--- src/rtl/escalonador_sensores_pkg.sv ---
// Shared encodings and constants for the three-sensor ultrasonic sequencer.
package escalonador_sensores_pkg;

  localparam int unsigned N_SENSORES = 3;
  localparam int unsigned IDX_W      = 2;
  localparam int unsigned ESTADO_W   = 4;
  localparam int unsigned PREENCHE_W = 64;

  // Distance reported for a sensor that timed out; truncated to WIDTH at use.
  localparam logic [PREENCHE_W-1:0] VALOR_TIMEOUT = '1;

  typedef enum logic [ESTADO_W-1:0] {
    IDLE    = 4'd0,
    DISPARA = 4'd1,
    ESPERA  = 4'd2,
    GUARDA  = 4'd3,
    FIM     = 4'd4
  } estado_t;

  function automatic logic [N_SENSORES-1:0] um_quente(input logic [IDX_W-1:0] idx);
    um_quente = N_SENSORES'(1) << idx;
  endfunction

endpackage

--- src/rtl/escalonador_sensores_contador.sv ---
// Interval counter shared by the echo-timeout and guard phases.
module contador_intervalo #(
  parameter int unsigned W = 8
) (
  input  logic         clock,
  input  logic         reset,
  input  logic         clr_i,
  input  logic         en_i,
  input  logic [W-1:0] lim_i,
  output logic         atingiu_c_o
);

  logic [W-1:0] cnt_q;

  always_ff @(posedge clock or negedge reset) begin
    if (!reset) begin
      cnt_q <= '0;
    end else if (clr_i) begin
      cnt_q <= '0;
    end else if (en_i) begin
      cnt_q <= cnt_q + W'(1);
    end
  end

  assign atingiu_c_o = (cnt_q == lim_i);

endmodule

--- src/rtl/escalonador_sensores.sv ---
// Fires three ultrasonic sensors one at a time and publishes a coherent,
// registered set of distances and timeout flags at the end of each sweep.
module escalonador_sensores
  import escalonador_sensores_pkg::*;
#(
  parameter int unsigned WIDTH          = 12,
  parameter int unsigned TIMEOUT_CYCLES = 2_500_000,
  parameter int unsigned GUARD_CYCLES   = 3_000_000
) (
  input  logic                  clock,
  input  logic                  reset,
  input  logic                  iniciar,
  input  logic                  continuo,
  input  logic [N_SENSORES-1:0] pronto,
  input  logic [WIDTH-1:0]      medida0,
  input  logic [WIDTH-1:0]      medida1,
  input  logic [WIDTH-1:0]      medida2,
  output logic [N_SENSORES-1:0] medir,
  output logic [WIDTH-1:0]      dist0,
  output logic [WIDTH-1:0]      dist1,
  output logic [WIDTH-1:0]      dist2,
  output logic [N_SENSORES-1:0] erro,
  output logic                  fim,
  output logic                  ocupado,
  output logic [ESTADO_W-1:0]   db_estado
);

  localparam int unsigned MAX_CICLOS = (TIMEOUT_CYCLES > GUARD_CYCLES) ? TIMEOUT_CYCLES
                                                                        : GUARD_CYCLES;
  localparam int unsigned CW = $clog2(MAX_CICLOS);
  localparam logic [IDX_W-1:0] ULTIMO = IDX_W'(N_SENSORES - 1);

  estado_t                estado_q;
  logic [IDX_W-1:0]       idx_q;
  logic [N_SENSORES-1:0]  pronto_q;
  logic [WIDTH-1:0]       sombra_q [N_SENSORES];
  logic [N_SENSORES-1:0]  sombra_err_q;
  logic [WIDTH-1:0]       dist_q [N_SENSORES];
  logic [N_SENSORES-1:0]  erro_q;
  logic [N_SENSORES-1:0]  medir_q;
  logic                   fim_q;
  logic                   ocupado_q;

  logic [WIDTH-1:0]       medida_c [N_SENSORES];
  logic [N_SENSORES-1:0]  borda_c;
  logic                   borda_ativa_c;
  logic                   cnt_clr_c;
  logic                   cnt_en_c;
  logic [CW-1:0]          cnt_lim_c;
  logic                   cnt_fim_c;

  always_comb begin
    medida_c[0] = medida0;
    medida_c[1] = medida1;
    medida_c[2] = medida2;
  end

  // Only a fresh rising edge of the active sensor counts as an answer.
  assign borda_c       = pronto & ~pronto_q;
  assign borda_ativa_c = borda_c[idx_q];

  assign cnt_lim_c = (estado_q == ESPERA) ? CW'(TIMEOUT_CYCLES - 1) : CW'(GUARD_CYCLES - 1);

  // Counter is cleared on every phase boundary so it never runs past its limit.
  always_comb begin
    cnt_clr_c = 1'b0;
    cnt_en_c  = 1'b0;
    case (estado_q)
      DISPARA: cnt_clr_c = 1'b1;
      ESPERA: begin
        cnt_en_c  = 1'b1;
        cnt_clr_c = borda_ativa_c | cnt_fim_c;
      end
      GUARDA: begin
        cnt_en_c  = 1'b1;
        cnt_clr_c = cnt_fim_c;
      end
      default: ;
    endcase
  end

  contador_intervalo #(
    .W (CW)
  ) u_contador (
    .clock       (clock),
    .reset       (reset),
    .clr_i       (cnt_clr_c),
    .en_i        (cnt_en_c),
    .lim_i       (cnt_lim_c),
    .atingiu_c_o (cnt_fim_c)
  );

  always_ff @(posedge clock or negedge reset) begin
    if (!reset) begin
      estado_q     <= IDLE;
      idx_q        <= '0;
      pronto_q     <= '0;
      sombra_err_q <= '0;
      erro_q       <= '0;
      medir_q      <= '0;
      fim_q        <= 1'b0;
      ocupado_q    <= 1'b0;
      for (int i = 0; i < N_SENSORES; i++) begin
        sombra_q[i] <= '0;
        dist_q[i]   <= '0;
      end
    end else begin
      pronto_q <= pronto;
      medir_q  <= '0;
      fim_q    <= 1'b0;
      case (estado_q)
        IDLE: begin
          if (iniciar || continuo) begin
            estado_q  <= DISPARA;
            idx_q     <= '0;
            medir_q   <= um_quente('0);
            ocupado_q <= 1'b1;
          end
        end
        DISPARA: estado_q <= ESPERA;
        ESPERA: begin
          if (borda_ativa_c) begin
            sombra_q[idx_q]     <= medida_c[idx_q];
            sombra_err_q[idx_q] <= 1'b0;
            estado_q            <= GUARDA;
          end else if (cnt_fim_c) begin
            sombra_q[idx_q]     <= WIDTH'(VALOR_TIMEOUT);
            sombra_err_q[idx_q] <= 1'b1;
            estado_q            <= GUARDA;
          end
        end
        GUARDA: begin
          if (cnt_fim_c) begin
            if (idx_q == ULTIMO) begin
              estado_q <= FIM;
              fim_q    <= 1'b1;
              erro_q   <= sombra_err_q;
              for (int i = 0; i < N_SENSORES; i++) begin
                dist_q[i] <= sombra_q[i];
              end
            end else begin
              estado_q <= DISPARA;
              idx_q    <= idx_q + IDX_W'(1);
              medir_q  <= um_quente(idx_q + IDX_W'(1));
            end
          end
        end
        FIM: begin
          if (continuo) begin
            estado_q <= DISPARA;
            idx_q    <= '0;
            medir_q  <= um_quente('0);
          end else begin
            estado_q  <= IDLE;
            ocupado_q <= 1'b0;
          end
        end
        default: begin
          estado_q  <= IDLE;
          ocupado_q <= 1'b0;
        end
      endcase
    end
  end

  assign medir     = medir_q;
  assign dist0     = dist_q[0];
  assign dist1     = dist_q[1];
  assign dist2     = dist_q[2];
  assign erro      = erro_q;
  assign fim       = fim_q;
  assign ocupado   = ocupado_q;
  assign db_estado = estado_q;

endmodule

--- config.mk ---
export PLATFORM = sky130hd
export DESIGN_NAME = escalonador_sensores
export DESIGN_NICKNAME = d
export VERILOG_FILES = /design/src/rtl/escalonador_sensores_pkg.sv /design/src/rtl/escalonador_sensores_contador.sv /design/src/rtl/escalonador_sensores.sv
export SDC_FILE = /design/constraint.sdc
export NUM_CORES = 1
export LEC_CHECK = 0
export ABC_AREA = 1
export BUFFER_PORTS_ARGS = -buffer_cell sky130_fd_sc_hd__buf_2
export CAP_MARGIN = 20
export CORE_ASPECT_RATIO = 1.5
export CORE_MARGIN = 3
export CORE_UTILIZATION = 64
export CTS_BUF_LIST = sky130_fd_sc_hd__clkbuf_8
export CTS_CLUSTER_DIAMETER = 150
export DETAILED_ROUTE_END_ITERATION = 10
export HOLD_SLACK_MARGIN = 0.02
export MAX_ROUTING_LAYER = met4
export PLACE_DENSITY_LB_ADDON = 0.2
export SYNTH_ARGS = -nofsm -noshare
export SYNTH_HDL_FRONTEND = slang
export SYNTH_SLANG_ARGS = --single-unit
--- constraint.sdc ---
create_clock -name clock -period 3.6 [get_ports clock]
set_input_delay 0.72 -clock clock [delete_from_list [all_inputs] [get_ports clock]]
set_output_delay 0.72 -clock clock [all_outputs]
set_load 0.02 [all_outputs]
==> results_dict.tcl, run 1 <==
set metrics [dict create \
    switchingPower_mw 1.56 \
    relative_contribution_of_sequential_cells_to_total_power 0.404 \
    core_area_um2 8990 \
    final_setup_viols 0 \
    first_iter_violations 493 \
    path_cells "buf_4 -> inv_2 -> nand2_1 -> nor3_2 -> a21oi_4 -> nand2_4 -> buf_4 -> nand3_2 -> nand2_1 -> nand2_1" \
    max_cap_violations 0 \
    avgViaCountPerCell 5.79 \
    fraction_of_power_consumed_by_combinational_cells 0.295 \
    worst-endpoint-arrival_ns 3.05 \
    drive_above_1_share 0.183 \
    die_area_um2 10600 \
    power_switching_share 0.391 \
    postLayoutCoreUtil 0.762 \
    via_count 5744 \
    design.portCount 91 \
    fin_crit_ns 2.74 \
    crit_required_ns 3.91 \
    globalplace.congestion 1.00 \
    design_power_total_mw 3.99 \
    count_of_final_max_slew_check_failures 0 \
    place_hpwl_um 11900 \
    pwr-share-clk 0.302 \
    post_synth_num_cell_types 37 \
    synth_top_flop_cell "dfrtp_1" \
    preCtsSetupSlack_ns 0.933 \
    fmax_mhz 365 \
    timing.critical_path.from_type "flip-flop" \
    clock_latency_ns 0.44 \
    num-nets-final 919 \
    hp-class "input pin to asynchronous set/reset pin" \
    max-clock-path-buffers 2 \
    globalRouteOverflowTotal 0 \
    finClkSkew_ns 0.0112 \
    yosys_warnings 0 \
    grt_max_degree 61 \
    fin_tns_setup_ns 0 \
    finalInstanceArea_um2 6850 \
    irDropWorstVdd_uv 438 \
    diodes 0 \
    layout-area-overhead-vs-synth_pct 13.9 \
    worst_slew_margin_rel 0.497 \
    clock_tree_from_tritoncts "built" \
    synth.avg_cell_area_um2 7.58 \
    power-per-cell-area_nw_per_um2 583 \
    timing_worst_slew_pin_value_ns 0.755 \
    status "complete, no violations" \
    worstSetupStartpoint "idx_q[0]" \
    rsz0062_at_grt "false" \
    worst_setup_hold_path_clk_slew_ns 0.07 \
    grt_antenna_before_repair 0 \
    syn-cell-area_um2 6010 \
    ys_seq_elements 113 \
    cts.root.buffer_cell "clkbuf_8" \
    dr.pass1.iters 6 \
    worst_path_most_repeated_cell "nand2_1" \
    lkg_pwr_nw 3.73 \
    first_global_vias 5490 \
    initial_core_util 0.669 \
    cts_hold_buf 0 \
    height_of_the_chip_um 125 \
    crit_path_max_fanout 45 \
    synth-async-reset-ratio 1.00 \
    cpPeakStageDelay_ns 0.41 \
    core.rowCount 42 \
    post-cts-setup-buffers 0 \
    antenna_viol_nets_final 0 \
    buffer_ports.inserted 89 \
    route.detailed.drc 0 \
    grtUsageTotal 0.331 \
    cpMaxStageDelayCell "buf_4" \
    tritoncts.num_buffers 17 \
    period_share 0.761 \
    finalWirelength_um 16600 \
    cell_internal_pwr_mw 2.43 \
    h-tree-depth 4 \
    synth_seq_area_share 0.470 \
    worst-setup-path-type "flip-flop to flip-flop" \
    timing.rr.start "idx_q[0]" \
    cts-resized-gates 0 \
    synth_fp_nets 843 \
    die-width_um 85.2 \
    final_hold_violations 0 \
    post_dp_cell_area_um2 6450 \
    grt_pass1_wl_um 27100 \
    setup.worst_path.end_class "flip-flop" \
    number_of_synthesized_flops_with_an_enable_pin 0 \
    routed_wire_length_per_instance_um 16.7 \
    post-route-worst-setup-slack_ns 0.859 \
    clock_sinks 113 \
    netlist_instances 793 \
]
[cell usage after synthesis, types with 2 or more instances]
library cell  instances  area, µm²
nand4_1              46        288
dfrtp_1             113       2830
inv_1                51        191
buf_6                 3       33.8
ha_1                  7       87.6
nor2_1               49        184
inv_2                 3       11.3
o211ai_1              9       67.6
buf_1                 4       15.0
buf_4                 8       60.1
nand2_1             306       1150
o21ai_0              42        210
xor2_1               10       87.6
nand3_2               5       50.1
clkbuf_1             11       41.3
o22ai_1               2       12.5
nor2_2               12       75.1
nand2_2               2       12.5
nor2_4                2       22.5
nand3_1              71        355
nor3_1                4       20.0
a21oi_1               3       15.0
buf_2                16       80.1
[area by class of cell]
cell class / count / area [µm²]
well taps: 110 / 138
clock buffers: 18 / 248
fillers: 684 / 2140
flip-flops and latches: 113 / 2830
clock inverters: 14 / 155
multi-input cells: 583 / 2750
inverters: 54 / 203
repair buffers: 100 / 531
[per-stage QoR]
stage	cells	hold WS, ns
final	992	0.346
after CTS	992	0.360
after detailed placement	960	0.460
after global placement	960	0.453
after global routing	992	0.376
after floorplan	793	0.424
[power by group through the flow]
stage	sequential [mW]	combinational [mW]	clock [mW]
floorplan	1.60	0.848	0
global placement	1.63	1.11	0
detailed placement	1.63	1.15	0
CTS	1.61	1.15	1.22
global route	1.63	1.30	1.28
finish	1.61	1.18	1.20
[cell usage in the layout, fill, tap and decap left out, types with 12 or more instances in the layout]
cell,synthesis,final
nand2_1,306,306
nor2_2,12,12
nand3_1,71,71
nand4_1,46,46
buf_2,16,88
o21ai_0,42,42
nor2_1,49,49
buf_4,8,12
clkbuf_8,0,18
inv_1,51,51
dfrtp_1,113,113
[critical path, delay by kind of cell (launching register included)]
family,cells,cell delay (ns)
AND/OR/NAND/NOR,6,1.15
AO/OA/AOI/OAI,1,0.16
buffers and inverters,3,0.94
flip-flops,1,0.37
[per-layer routing]
metal | track usage | vias up | share of wire | routed length, µm
li1 | - | 2719 | - | -
met1 | 0.393 | 2673 | 0.38 | 6360
met2 | 0.533 | 286 | 0.50 | 8260
met3 | 0.0615 | 66 | 0.063 | 1050
met4 | 0.170 | 0 | 0.055 | 918
met5 | - | - | 0 | 0
[flip-flops by register name (all words and copies together), names as in the netlist, named ones only]
signal and count:
db_estado 3, dist0 12, dist1 12, dist2 12
erro 3, fim 1, idx_q 2, medir 3
ocupado 1, pronto_q 3, sombra_q 36, u_contador.cnt_q 22
[worst paths after layout]
| path | to | slack (ns) | depth (start not counted) |
|---|---|---|---|
| worst min-delay path | dist2[7] | 0.35 | 1 |
| worst max register to register | sombra_q[9] | 0.86 | 10 |
| worst min register to register | dist0[7] | 0.47 | 2 |
| worst max-delay path | sombra_q[9] | 0.86 | 10 |
| max in group asynchronous | u_contador.cnt_q[2] | 2.37 | 2 |
| min in group clock | pronto_q[1] | 0.40 | 1 |
[kinds of logic after synthesis]
kind of cell,count (synthesis),synth area share
DFF,113,0.470
xor gates and xnor gates,10,0.0146
other,1,0.000623
buffers and inverters,97,0.0728
and+or+nand+nor,506,0.371
adders and majority gates,7,0.0146
AOI/OAI and AO/OA,59,0.0560
Note: power is estimated with default switching activity, not from simulation.
==> run 2, diff against run 1 <==
ABC_AREA = 0   (was 1)
CORE_UTILIZATION = 57   (was 64)
clock period = 2.77 ns   (was 3.6 ns; I/O delays follow)
==> results_dict.tcl, run 2 <==
set metrics [dict create \
    status "complete, no violations" \
    routed_wire_length_per_instance_um 18.3 \
    cts_hold_buf 0 \
    cpPeakStageDelay_ns 0.53 \
    final-seq-area_um2 2830 \
    clock_latency_ns 0.43 \
    first_iter_violations 232 \
    yosysTopAreaCellShare 0.572 \
    yosys_warnings 0 \
    timing_worst_slew_pin_value_ns 0.736 \
    rsz0062_at_grt "false" \
    grtUsageTotal 0.256 \
    worstSetupStartpoint "u_contador.cnt_q[18]" \
    post_synth_num_cell_types 44 \
    cp.depth 6 \
    hp-class "input pin to asynchronous set/reset pin" \
    clock_sinks 113 \
    height_of_the_chip_um 120 \
    diodes 0 \
    final_setup_viols 0 \
    via_count 3611 \
    fin_tns_setup_ns 0 \
    worst-setup-path-type "flip-flop to flip-flop" \
    path_cells "nor4bb_1 -> nand4_1 -> a21oi_1 -> nand3_2 -> buf_4 -> mux2_1" \
    synth_seq_area_share 0.572 \
    setup.worst_path.end_class "flip-flop" \
    registers.top_by_ff_count "sombra_q" \
    num-nets-final 553 \
    number_of_synthesized_flops_with_an_enable_pin 0 \
    route.detailed.drc 0 \
    fin_crit_ns 2.38 \
    place_hpwl_um 7960 \
    critical_path_buf_inv_count 1 \
    h-tree-depth 4 \
    synthTopCellsByArea "dfrtp_1, mux2_2, o22a_1" \
    cpMaxStageDelayCell "nor4bb_1" \
    cts.root.buffer_cell "clkbuf_8" \
    globalplace.congestion 0.917 \
    synth-async-reset-ratio 1.00 \
    layout_top_registers "sombra_q x36, u_contador.cnt_q x22" \
    most-common-layout-cells "dfrtp_1, buf_2, o22a_1" \
    reg2reg_slack_ns 0.39 \
    dr.pass1.iters 4 \
    synth_top_cell_by_area "dfrtp_1" \
    finClkSkew_ns 0.00910 \
    crit_path_max_fanout 39 \
    layout_commonest_cell "dfrtp_1" \
    lkg_pwr_nw 2.99 \
    timing.rr.start "u_contador.cnt_q[18]" \
    avgViaCountPerCell 5.81 \
    synth.avg_cell_area_um2 12.2 \
    final_hold_violations 0 \
    yosys-top-cells-count "dfrtp_1, o22a_1, nand2_1" \
    drive_above_1_share 0.324 \
    period_share 0.859 \
    layout-area-overhead-vs-synth_pct 19.5 \
    crit_required_ns 3.08 \
    tritoncts.num_buffers 17 \
    first_global_vias 3762 \
    core_area_um2 8410 \
    synth_most_common_cell "dfrtp_1" \
    finalWirelength_um 11400 \
    ys_seq_elements 113 \
    power-per-cell-area_nw_per_um2 623 \
    r2r-end "dist1[2]" \
    antenna_viol_nets_final 0 \
    post-cts-setup-buffers 0 \
    cpLargestDelayFamily "simple AND/OR/NAND/NOR gates" \
    die-width_um 82.0 \
    synth_top_flop_cell "dfrtp_1" \
    fmax_mhz 420 \
    cts-resized-gates 0 \
    core.rowCount 41 \
    endpoint "dist1[2]" \
    timing.critical_path.from_type "flip-flop" \
    max_cap_violations 0 \
    design.portCount 91 \
    largest_reg_flops 36 \
    clock_tree_from_tritoncts "built" \
    buffer_ports.inserted 89 \
    count_of_final_max_slew_check_failures 0 \
    layout_fillers 640 \
    synth_fp_nets 454 \
    irDropWorstVdd_uv 589 \
    multiInputGateArea_um2 1990 \
    globalRouteOverflowTotal 0 \
    worst_setup_hold_path_clk_slew_ns 0.06 \
    grt_max_degree 54 \
    initial_core_util 0.587 \
    netlist_instances 404 \
    max-clock-path-buffers 2 \
    grt_antenna_before_repair 0 \
    die_area_um2 9840 \
    worst_slew_margin_rel 0.505 \
    worst-r2r-cell-count 6 \
    grt_pass1_wl_um 18100 \
    postLayoutCoreUtil 0.702 \
    syn-cell-area_um2 4940 \
    worst-endpoint-arrival_ns 2.68 \
]
-- run 2: cell types whose count changed after synthesis, sizes merged, moves of 9 or more --
cell | previous run | this run
buf | 31 | 15
inv | 54 | 5
mux2 | 0 | 40
mux2i | 0 | 12
nand2 | 309 | 31
nand3 | 77 | 15
nand4 | 46 | 7
nor2 | 63 | 24
o211ai | 9 | 0
o21ai | 42 | 19
o22a | 0 | 36
-- run 2: layout make-up --
class | count | share of cell area
clock buffers | 20 | 0.0466
inverters | 5 | 0.00318
repair buffers | 102 | 0.0945
well taps | 107 | 0.0227
multi-input cells | 264 | 0.337
flip-flops and latches | 113 | 0.479
clock inverters | 11 | 0.0167
-- run 2: layer usage --
metal	part of all wire	wire (µm)	vias up	track usage
li1	-	-	1655	-
met1	0.38	4280	1818	0.275
met2	0.55	6280	116	0.441
met3	0.052	596	22	0.0578
met4	0.021	238	0	0.110
met5	0	0	-	-
-- run 2: cell families (layout without fill, tap and decap cells) --
logic type                 after synthesis  after routing  synth area share
DFF                                    113            113             0.572
and+or+nand+nor                        113            113             0.124
AOI/OAI and AO/OA                       72             72             0.111
muxes                                   52             52             0.115
buffers and inverters                   27            138            0.0258
xor gates and xnor gates                19             19            0.0337
adders and majority gates                7              7            0.0177
other                                    1              1          0.000759
-- run 2: power breakdown --
group	switching, mW	internal, mW	leakage [nW]	total (mW)
Combinational	0.169	0.174	1.26	0.342
Clock	0.608	0.842	0.214	1.45
Sequential	0.108	1.77	1.52	1.88
Total	0.885	2.79	2.99	3.67
-- run 2: through the flow --
stage / instances / power [mW] / setup WS (ns) / hold slack, ns / instance area (µm²)
2_1_floorplan: 404 / 2.10 / 0.529 / 0.258 / 4940
3_3_place_gp: 591 / 2.23 / 0.536 / 0.465 / 5530
3_5_place_dp: 591 / 2.25 / 0.501 / 0.466 / 5530
4_1_cts: 622 / 3.70 / 0.433 / 0.0946 / 5900
5_1_grt: 622 / 3.84 / 0.233 / 0.114 / 5900
6_report: 622 / 3.67 / 0.391 / 0.0926 / 5900
-- run 2: how the worst min path moves through the flow --
| stage | startpoint | to | depth (start not counted) |
|---|---|---|---|
| 6_report | reset | dist0[8] | 1 |
| 5_1_grt | reset | dist0[8] | 1 |
| 3_3_place_gp | flip-flop | flip-flop | 2 |
| 4_1_cts | reset | dist0[8] | 1 |
| 2_1_floorplan | reset | asynchronous set/reset pin | 0 |
| 3_5_place_dp | flip-flop | flip-flop | 2 |
